--- src/rtl/i2c_ctrl_fsm.sv ---
// i2c_ctrl_fsm: key-triggered three-byte I2C write sequencer with SCL generation and ACK checking
module i2c_ctrl_fsm #(
    parameter int BIT_CYCLES = 8
) (
    input  logic        clk,
    input  logic        reset,
    input  logic        key,
    input  logic [7:0]  addr_byte,
    input  logic [15:0] data_word,
    input  logic        sda_in,
    output logic [3:0]  CS,
    output logic [3:0]  NS,
    output logic        tx_bit,
    output logic [2:0]  bit_idx,
    output logic        i2c_sclk,
    output logic        busy,
    output logic        done,
    output logic        ack_err
);
    localparam int PW = $clog2(BIT_CYCLES);
    typedef enum logic [3:0] {
        S_WAIT  = 4'd0,
        S_START = 4'd1,
        S_ADDR  = 4'd2,
        S_ACK1  = 4'd3,
        S_DATA1 = 4'd4,
        S_ACK2  = 4'd5,
        S_DATA2 = 4'd6,
        S_ACK3  = 4'd7,
        S_STOP  = 4'd8
    } state_t;
    state_t        state, next;
    logic          k1, k2, k3;
    logic [PW-1:0] ph;
    logic [23:0]   sr;
    logic          ack_bit;
    logic          start_req, bit_end, is_tx, is_ack;
    assign start_req = ~k2 & k3;
    assign bit_end   = ph == PW'(BIT_CYCLES - 1);
    assign is_tx     = state inside {S_ADDR, S_DATA1, S_DATA2};
    assign is_ack    = state inside {S_ACK1, S_ACK2, S_ACK3};
    assign CS        = state;
    assign NS        = next;
    assign busy      = state != S_WAIT;
    assign tx_bit    = is_tx ? sr[23] : 1'b1;
    assign i2c_sclk  = (state == S_WAIT || state == S_START) ? 1'b1 : (ph >= PW'(BIT_CYCLES / 2));
    // next-state decode; a NACK captured in any Ack slot diverts straight to Stop
    always_comb begin
        next = S_WAIT;
        case (state)
            S_WAIT:  next = start_req ? S_START : S_WAIT;
            S_START: next = bit_end ? S_ADDR : S_START;
            S_ADDR:  next = (bit_end && bit_idx == 3'd0) ? S_ACK1 : S_ADDR;
            S_ACK1:  next = bit_end ? (ack_bit ? S_STOP : S_DATA1) : S_ACK1;
            S_DATA1: next = (bit_end && bit_idx == 3'd0) ? S_ACK2 : S_DATA1;
            S_ACK2:  next = bit_end ? (ack_bit ? S_STOP : S_DATA2) : S_ACK2;
            S_DATA2: next = (bit_end && bit_idx == 3'd0) ? S_ACK3 : S_DATA2;
            S_ACK3:  next = bit_end ? S_STOP : S_ACK3;
            S_STOP:  next = bit_end ? S_WAIT : S_STOP;
            default: next = S_WAIT;
        endcase
    end
    // key synchronizer, state register, bit timing, shift register and ACK bookkeeping
    always_ff @(posedge clk or posedge reset) begin
        if (reset) begin
            k1      <= 1'b1;
            k2      <= 1'b1;
            k3      <= 1'b1;
            state   <= S_WAIT;
            ph      <= '0;
            bit_idx <= 3'd7;
            sr      <= '0;
            ack_bit <= 1'b0;
            done    <= 1'b0;
            ack_err <= 1'b0;
        end else begin
            k1    <= key;
            k2    <= k1;
            k3    <= k2;
            state <= next;
            done  <= state == S_STOP && bit_end;
            ph    <= (state == S_WAIT || bit_end) ? '0 : ph + PW'(1);
            if (state == S_WAIT && start_req) begin
                sr      <= {addr_byte, data_word};
                ack_err <= 1'b0;
            end
            if (is_tx && bit_end) begin
                sr      <= {sr[22:0], 1'b0};
                bit_idx <= bit_idx - 3'd1;
            end
            if (is_ack && ph == PW'(3 * BIT_CYCLES / 4))
                ack_bit <= sda_in;
            if (is_ack && bit_end && ack_bit)
                ack_err <= 1'b1;
        end
    end
endmodule
--- config.mk ---
export PLATFORM = sky130hd
export DESIGN_NAME = i2c_ctrl_fsm
export DESIGN_NICKNAME = d
export VERILOG_FILES = /design/src/rtl/i2c_ctrl_fsm.sv
export SDC_FILE = /design/constraint.sdc
export NUM_CORES = 1
export LEC_CHECK = 0
export ABC_AREA = 1
export CORE_MARGIN = 3
export CORE_UTILIZATION = 52
export DETAILED_ROUTE_END_ITERATION = 12
export GPL_ROUTABILITY_DRIVEN = 0
export PLACE_DENSITY = 0.88
export RECOVER_POWER = 25
export SYNTH_ARGS = -nofsm -noshare
export SYNTH_HDL_FRONTEND = slang
export SYNTH_SLANG_ARGS = --single-unit
--- constraint.sdc ---
create_clock -name clk -period 2.2 [get_ports clk]
set_input_delay 0.66 -clock clk [delete_from_list [all_inputs] [get_ports clk]]
set_output_delay 0.66 -clock clk [all_outputs]
set_load 0.01 [all_outputs]
==> metrics.txt, run 1 <==
status finished, violations left; failing checks negative setup slack; largest net degree at the start of global routing 49; fill count between 200 and 300; Crit Reg-Reg Startpoint ph[1]; CP Data Required Time 1.54 ns; CTS tree done; P per Cell Area around 1100 nW/um^2; core area slightly above 4000 sq um; cts bufs inserted 5; CTS Buffer Depth 2; grt ovf 0; crit path DAT 1.76 ns; Skew-Pair Late Insertion Delay roughly 0.30 ns; DP HPWL 3500 microns; post-synthesis to final-layout area growth 39.5%; post-synthesis cell type count 28; max capacitance violation total 0; drt drc 0; Worst Hold End k2; DR vias roughly 2,300; initial core utilization between 50% and 60%; DR vias/cell approximately 5.4; Setup Viol. Count Final 4; Synth top area share ~38%; Total Routing Usage GR 24.4%; nature of the critical path endpoint output pin; worst slew pin tran 0.509 ns; period utilisation layout 110%; wirelength, routed 6330 microns; Seq cells post-synth 40; startpoint types register; ANT nets after route 0; initial antenna violation count 0; WHS Path Cells 0; final hold viol count 0; Slew HR 66.0%; Worst R2R Path Depth 15; # IOs 44; skew final 0.00854 ns; min-delay src k1; mapped cell area approximately 2300 sq um; wire per inst roughly 15 microns; worst hold path type register to register; Clock transition at path regs roughly 0.070 ns; syn avg cell area 7.44 sq um; Cell Rows 23; sequence of cells on the critical path ha_4 > ha_4 > inv_2 > buf_4 > a21oi_1 > nand3_1 > buf_2; Die Wd between 70 and 80 microns; final net count 418; leakage between 1.5 and 2 nW; crit-path max FO 4; Chip Height 72.1 microns; final worst path period need 2.42 ns; r2r setup slk 0.04 ns; VDD IR max 663 uV; Critical Path Most Common Cell ha_4; number of diodes 0; first-pass GRT wire length 9880 microns; Max Slew Vio Count 0; clk sinks 40; WHS 0.361 ns; Syn Inst Count around 310; Placed Cells incl. Taps 410; terminus of the critical flop-to-flop path CS[3]; Die ar. 5190 sq um; Seq. cell area 1010 sq um; Port Buf Inserts 43; H-tree depth 2; worst setup margin -0.219 ns; ranking of synthesized cells by area dfrtp_1 38%, nand2_1 15%, inv_1 10%, nand3_1 7.1%, dfstp_2 6.9%; Clock Root Buffer clkbuf_8; number of global-route vias before repair 2,184; sequential area share after synthesis 44.5%; dominant cell type by area after synthesis dfrtp_1; area of the multi-input gates 1000 sq um; hold_buf cts 0; CP max stage cell dfrtp_1; slowest stage delay, CP approximately 0.4 ns; non-filler instance count after layout 434; Ys Warns 0; First DRT Iteration DRCs 170; DR pass1 iterations 5; RSZ-0062 raised after global routing true; fmax 0.413 GHz; layout cells sized above 1 21.9%; Final Core Density 76.9%; Net Count, Synth 340; Crit Path Category register to output pin
critical path: cells and delay by family, from the launching register on:
family	cells	cell delay (ns)
adders and majority gates	2	0.35
and+or+nand+nor	1	0.15
AOI/OAI and AO/OA	1	0.21
buffers and inverters	3	0.35
DFF	1	0.40
cells by family after synthesis:
family                   share of synthesized area, %
adder cells (fa/ha/maj)                          3.86
AND/OR/NAND/NOR                                  28.3
buffers and inverters                            15.1
XOR/XNOR                                        0.386
flip-flops                                       44.5
AO/OA/AOI/OAI                                    7.94
layout by cell type (no fill, tap or decap), types with 2 or more instances in the layout:
master | netlist | layout
buf_2 | 3 | 3
buf_4 | 2 | 34
buf_6 | 6 | 8
clkbuf_8 | 0 | 6
clkdlybuf4s50_1 | 0 | 35
dfrtp_1 | 34 | 32
dfrtp_2 | 0 | 2
dfstp_2 | 6 | 6
ha_1 | 7 | 4
ha_4 | 0 | 3
inv_1 | 61 | 59
inv_2 | 2 | 3
nand2_1 | 92 | 90
nand2_2 | 2 | 2
nand2_4 | 1 | 3
nand3_1 | 32 | 31
nand4_1 | 4 | 4
nor2_1 | 10 | 9
nor2_2 | 2 | 2
nor2_4 | 1 | 2
o21ai_0 | 20 | 17
o21ai_1 | 9 | 10
o21ai_2 | 0 | 2
cell usage after synthesis, drive strengths merged:
master,count
a21oi,2
a31oi,1
and2,1
buf,12
clkbuf,1
dfrtp,34
dfstp,6
ha,7
inv,63
nand2,95
nand3,33
nand4,4
nor2,13
nor3,2
o211ai,1
o21ai,29
xor2,1
metrics by stage:
stage / area [sq um] / worst slack (ns) / power (W) / setup TNS, ns
floorplan: 2270 / 0.204 / 0.00209 / 0
global placement: 2860 / -0.216 / 0.00271 / -0.780
detailed placement: 2860 / -0.307 / 0.00279 / -1.09
CTS: 3110 / -0.112 / 0.00343 / -0.307
global route: 3160 / -0.281 / 0.00386 / -0.930
finish: 3160 / -0.219 / 0.00362 / -0.644
registers in the layout, indices dropped and copies added (netlist names):
signal,flops
ph,3
bit_idx,3
k2,1
sr,24
ack_err,1
ack_bit,1
CS,4
done,1
k3,1
k1,1
power breakdown:
part,switching (W),total [W],internal (W)
clock network,0.000270,0.000525,0.000255
registers,0.000226,0.00127,0.00105
logic,0.000973,0.00182,0.000851
metal layers:
layer	track usage, %	share of wire, %
met4	12.3	6.0
met2	39.4	48
met3	4.99	7.3
met5	0	0
met1	31.3	39
worst max path at each step:
stage / from / end / depth (start not counted)
after floorplan: ph[0] / NS[1] / 7
after global routing: ph[1] / NS[0] / 7
after CTS: ph[1] / NS[0] / 8
after global placement: ph[0] / NS[0] / 8
final: ph[1] / NS[0] / 7
after detailed placement: ph[0] / NS[1] / 8
layout make-up:
class                   count  share of cell area (%)
flip-flops and latches     40                    31.9
multi-input cells         189                    31.7
repair buffers             84                    23.8
inverters                  63                    7.55
clock buffers               7                    2.73
well taps                  50                    1.98
clock inverters             1                   0.237
timing repair:
item | 4_1_cts | 5_1_grt
resized for setup | 45 | 12
pin swaps | 3 | 0
setup endpoints to repair | 7 | 8
setup buffers | 14 | 3
(Power assumes the default switching activity.)
==> inputs of run 2 (changes only) <==
Settings changed: HOLD_SLACK_MARGIN from default to 0.06, PLACE_DENSITY 0.88 to 0.77.
==> metrics.txt, run 2 (synthesis results as in run 1) <==
startpoint types register; DR WL met3 305 microns (-34%); setup slack after placement -0.261 ns (+0.0460 ns); CP top delay family simple AND/OR/NAND/NOR gates; core area 4120 sq um (unchanged); most frequent cells in the layout 89 x nand2_1, 59 x inv_1, 34 x clkdlybuf4s50_1, 31 x dfrtp_1, 31 x buf_4; register with the most flip-flops sr; Placed Cells incl. Taps 410 (unchanged); M1 WL 2390 microns (-3.7%); crit path DAT 1.75 ns (about the same); leakage 1.63 nW (-0.10%); layout cells sized above 1 22.4% (+0.49 points); CP max stage cell dfrtp_1; DP HPWL 3260 microns (-6.8%); CP Data Required Time 1.54 ns (about the same); # IOs 44 (unchanged); CTS Buffer Depth 2 (unchanged); Port Buf Inserts 43 (unchanged); DR vias/cell 5.06 (-6.3%); number of diodes 0 (unchanged); grt ovf 0 (unchanged); worst hold path type register to register; P per Cell Area 1180 nW/um^2 (+2.7%); post-synthesis to final-layout area growth 40.1%; fmax 0.415 GHz (+0.45%); Chip Height 72.1 microns (unchanged); final hold viol count 0 (unchanged); fill count 289 (+11%); Critical Path Most Common Cell ha_4; worst setup margin -0.208 ns (+0.0107 ns); instance count on the critical path 9 (+2); failing checks negative setup slack; met2 wire len 2920 microns (-2.9%); Buf/Inv on CP 3 (unchanged); number of global-route vias before repair 2,132 (-2.4%); WHS Path Cells 0 (unchanged); Power Total 0.00374 W (+3.1%); cts bufs inserted 5 (unchanged); Skew-Pair Late Insertion Delay 0.30 ns (about the same); Max Slew Vio Count 0 (unchanged); H-tree depth 2 (unchanged); DR vias 2,174 (-7.2%); Die ar. 5190 sq um (unchanged); non-filler instance count after layout 430 (-0.92%); wirelength, routed 5720 microns (-9.6%); r2r setup slk 0.37 ns (+0.33 ns); status finished, violations left; Clock Root Buffer clkbuf_8; final worst path period need 2.41 ns (-0.0107 ns); Cell Rows 23 (unchanged); accumulated negative setup slack -0.466 ns (+0.178 ns); slowest stage delay, CP 0.40 ns (about the same); initial core utilization 55.1% (unchanged); max FFs per register 24 (unchanged); Worst R2R Path Depth 8 (-7); first-pass GRT wire length 9140 microns (-7.5%); ANT nets after route 0 (unchanged); nature of the critical path endpoint output pin; Crit Path Category register to output pin; drt drc 0 (unchanged); max capacitance violation total 0 (unchanged); skew final 0.0102 ns (+0.00165 ns); RSZ-0062 raised after global routing true; period utilisation layout 109% (-0.49 points); clk sinks 40 (unchanged); largest net degree at the start of global routing 49 (unchanged); Die Wd 72.1 microns (unchanged); crit-path max FO 4 (unchanged); Setup Viol. Count Final 4 (unchanged); First DRT Iteration DRCs 133 (-22%); DR pass1 iterations 4 (-1); sequence of cells on the critical path ha_4 > ha_4 > inv_4 > buf_4 > nand4_1 > nand2_2 > nor2_4 > nand3_2 > buf_6; Highest Signal Layer met4; Total Routing Usage GR 22.5% (-1.9 points); Clock transition at path regs 0.07 ns (about the same); initial antenna violation count 0 (unchanged); Slew HR 34.0% (-32 points); wire per inst 13.3 microns (-8.7%); commonest non-fill, non-tap cell in the layout nand2_1; final net count 414 (-0.96%); VDD IR max 704 uV (+6.1%); worst slew pin tran 0.990 ns (+0.480 ns); CTS tree done
run 2: changes by cell type in the layout (fill, tap and decap cells not counted), sizes merged:
cell and change:
clkbuf +1, clkinvlp -1, dlygate4sd3 +1, bufinv +1
clkdlybuf4s50 -1, buf -5
run 2: worst paths after layout:
kind,from,end
hold / removal,k1,k2
hold reg to reg,k1,k2
min in group asynchronous,reset,ack_err
setup reg to reg,ph[0],bit_idx[0]
max in group asynchronous,reset,CS[0]
setup / recovery,ph[0],NS[0]
run 2: worst register-to-register path, delay by kind of cell, from the launching register on:
| family | cells | cell delay [ns] |
|---|---|---|
| buffers and inverters | 4 | 0.63 |
| DFF | 1 | 0.41 |
| adders and majority gates | 2 | 0.36 |
| and+or+nand+nor | 1 | 0.19 |
| xor gates and xnor gates | 1 | 0.17 |
run 2: routing by layer:
layer / vias to the layer above / GRT usage (%)
met5: - / 0
met4: 0 / 9.19
met3: 12 / 4.57
met2: 72 / 37.8
met1: 1018 / 28.5
li1: 1072 / -
run 2: what timing repair did:
action | 4_1_cts | 5_1_grt
pin swaps | 5 | 5
endpoints found under the setup margin | 7 | 7
hold buffers | 0 | 0
setup buffers | 9 | 3
cloned | 0 | 0
resized for setup | 41 | 19
run 2: through the flow:
step / instance area [sq um] / hold WS (ns) / util (%)
4_1_cts: 3110 / 0.358 / 75.6
3_5_place_dp: 2870 / 0.347 / 69.7
5_1_grt: 3180 / 0.363 / 77.2
3_3_place_gp: 2870 / 0.347 / 69.7
6_report: 3180 / 0.357 / 77.2
2_1_floorplan: 2270 / 0.345 / -
run 2: final cells by class:
| type | count | area, sq um | area share (%) |
|---|---|---|---|
| clock buffers | 7 | 96.3 | 3.03 |
| clock inverters | 1 | 30.0 | 0.945 |
| inverters | 63 | 241 | 7.60 |
| multi-input cells | 189 | 1010 | 31.9 |
| flip-flops and latches | 40 | 1010 | 31.9 |
| well taps | 50 | 62.6 | 1.97 |
| repair buffers | 80 | 721 | 22.7 |
run 2: where the power goes:
group,switching (W),total (W),internal (W)
clock,0.000264,0.000664,0.000400
combinational,0.000932,0.00180,0.000866
sequential,0.000224,0.00127,0.00105
total,0.00142,0.00374,0.00231
==> edit, RTL diff (config.mk and constraints of run 2) <==
Register the input `key` before use, without a reset. The logic sees it one clock later. The other inputs are not delayed to match.
--- a/src/rtl/i2c_ctrl_fsm.sv
+++ b/src/rtl/i2c_ctrl_fsm.sv
@@ -30,4 +30,11 @@
         S_STOP  = 4'd8
     } state_t;
+
+    logic key_q;
+
+    always_ff @(posedge clk) begin
+        key_q <= key;
+    end
+
     state_t        state, next;
     logic          k1, k2, k3;
@@ -75,5 +82,5 @@
             ack_err <= 1'b0;
         end else begin
-            k1    <= key;
+            k1    <= key_q;
             k2    <= k1;
             k3    <= k2;
Behaviour: not the same (Yosys sat finds a counterexample within 4 cycles, from zero or initial values and one cycle with reset high).
==> edit against run 2 <==
- the run still ends with setup timing left
- worst setup slack better by 200 ps
- cell area is 8.1% lower
- die area is 8.5% lower
- register-to-register slack hardly changed
- global-route usage down 1.7 points
- synthesized area down 9.3%
- wire length shrank 20%
- via count fell by 14%
- fmax up 9.2%
- power decreased by 18%
- synthesized cell count fell by 18%
- sequential cell count is 1 higher
- clock skew increased by 1.2 ps
==> edit: results <==
group,metric,value,unit
yosys,synth_compound_area_frac,0.0261,
yosys,syn-cell-area,2060,sq um
yosys,synth-seq-area-share,0.500,
yosys,synth_area_leaders,"dfrtp_1 (41%), nand2_1 (13%), nand3_1 (9.0%)",
timing,finalSetupViolCount,1,
yosys,synth_adder_area_share,0.0426,
global_route,met3_usage,0.0438,
outcome,violations,"setup timing",
yosys,synth.net_count,285,
clock_tree,cts_resized,35,
yosys,ys_ff_latch,41,
layout,multi_input_gates,171,
setup_path,ff2ff_path_depth,10,
layout,seq_area_frac,0.353,
layout,stdcell_count,373,
outcome,status,"finished, violations left",
yosys,synthDistinctLibCells,25,
placed_design,placed_cell_area,2680,sq um
timing,final.setup.tns,-4.65,ps
drt,wl_per_cell,12.3,um
timing,timing.final.ws_setup,-4.65,ps
layout,nNonClkInverters,31,
global_route,grt_pass1_wl,7.35,mm
layout,fillCellCount,287,
setup_path,crit_family,"flip-flops",
global_route,grtUsageMet1,0.266,
global_route,grt_usage,0.208,
edit: cell count changes after synthesis, moves of 3 or more:
| cell | delta |
|---|---|
| buf_6 | -3 |
| nand3b_1 | +7 |
| o21ai_0 | -16 |
| nor2_1 | +17 |
| nand2_1 | -21 |
| nand3_1 | +5 |
| inv_1 | -32 |
| o21ai_1 | -7 |
edit: kinds of logic (layout without fill, tap and decap cells):
family	Yosys count	after routing
buffers and inverters	38	113
flip-flops	41	41
adder cells (fa/ha/maj)	7	7
AO/OA/AOI/OAI	8	8
AND/OR/NAND/NOR	155	155
XOR/XNOR	1	1
edit: report_power, final:
part           internal, mW  switching, mW  total [mW]
Combinational         0.609          0.616        1.22
Clock                 0.340          0.265       0.604
Sequential             1.05          0.186        1.24
edit: worst min-delay path by stage:
stage | from | endpoint
after floorplan | key_q | k1
after global placement | key_q | k1
after detailed placement | key_q | k1
after CTS | key_q | k1
after global routing | key_q | k1
final | key_q | k1
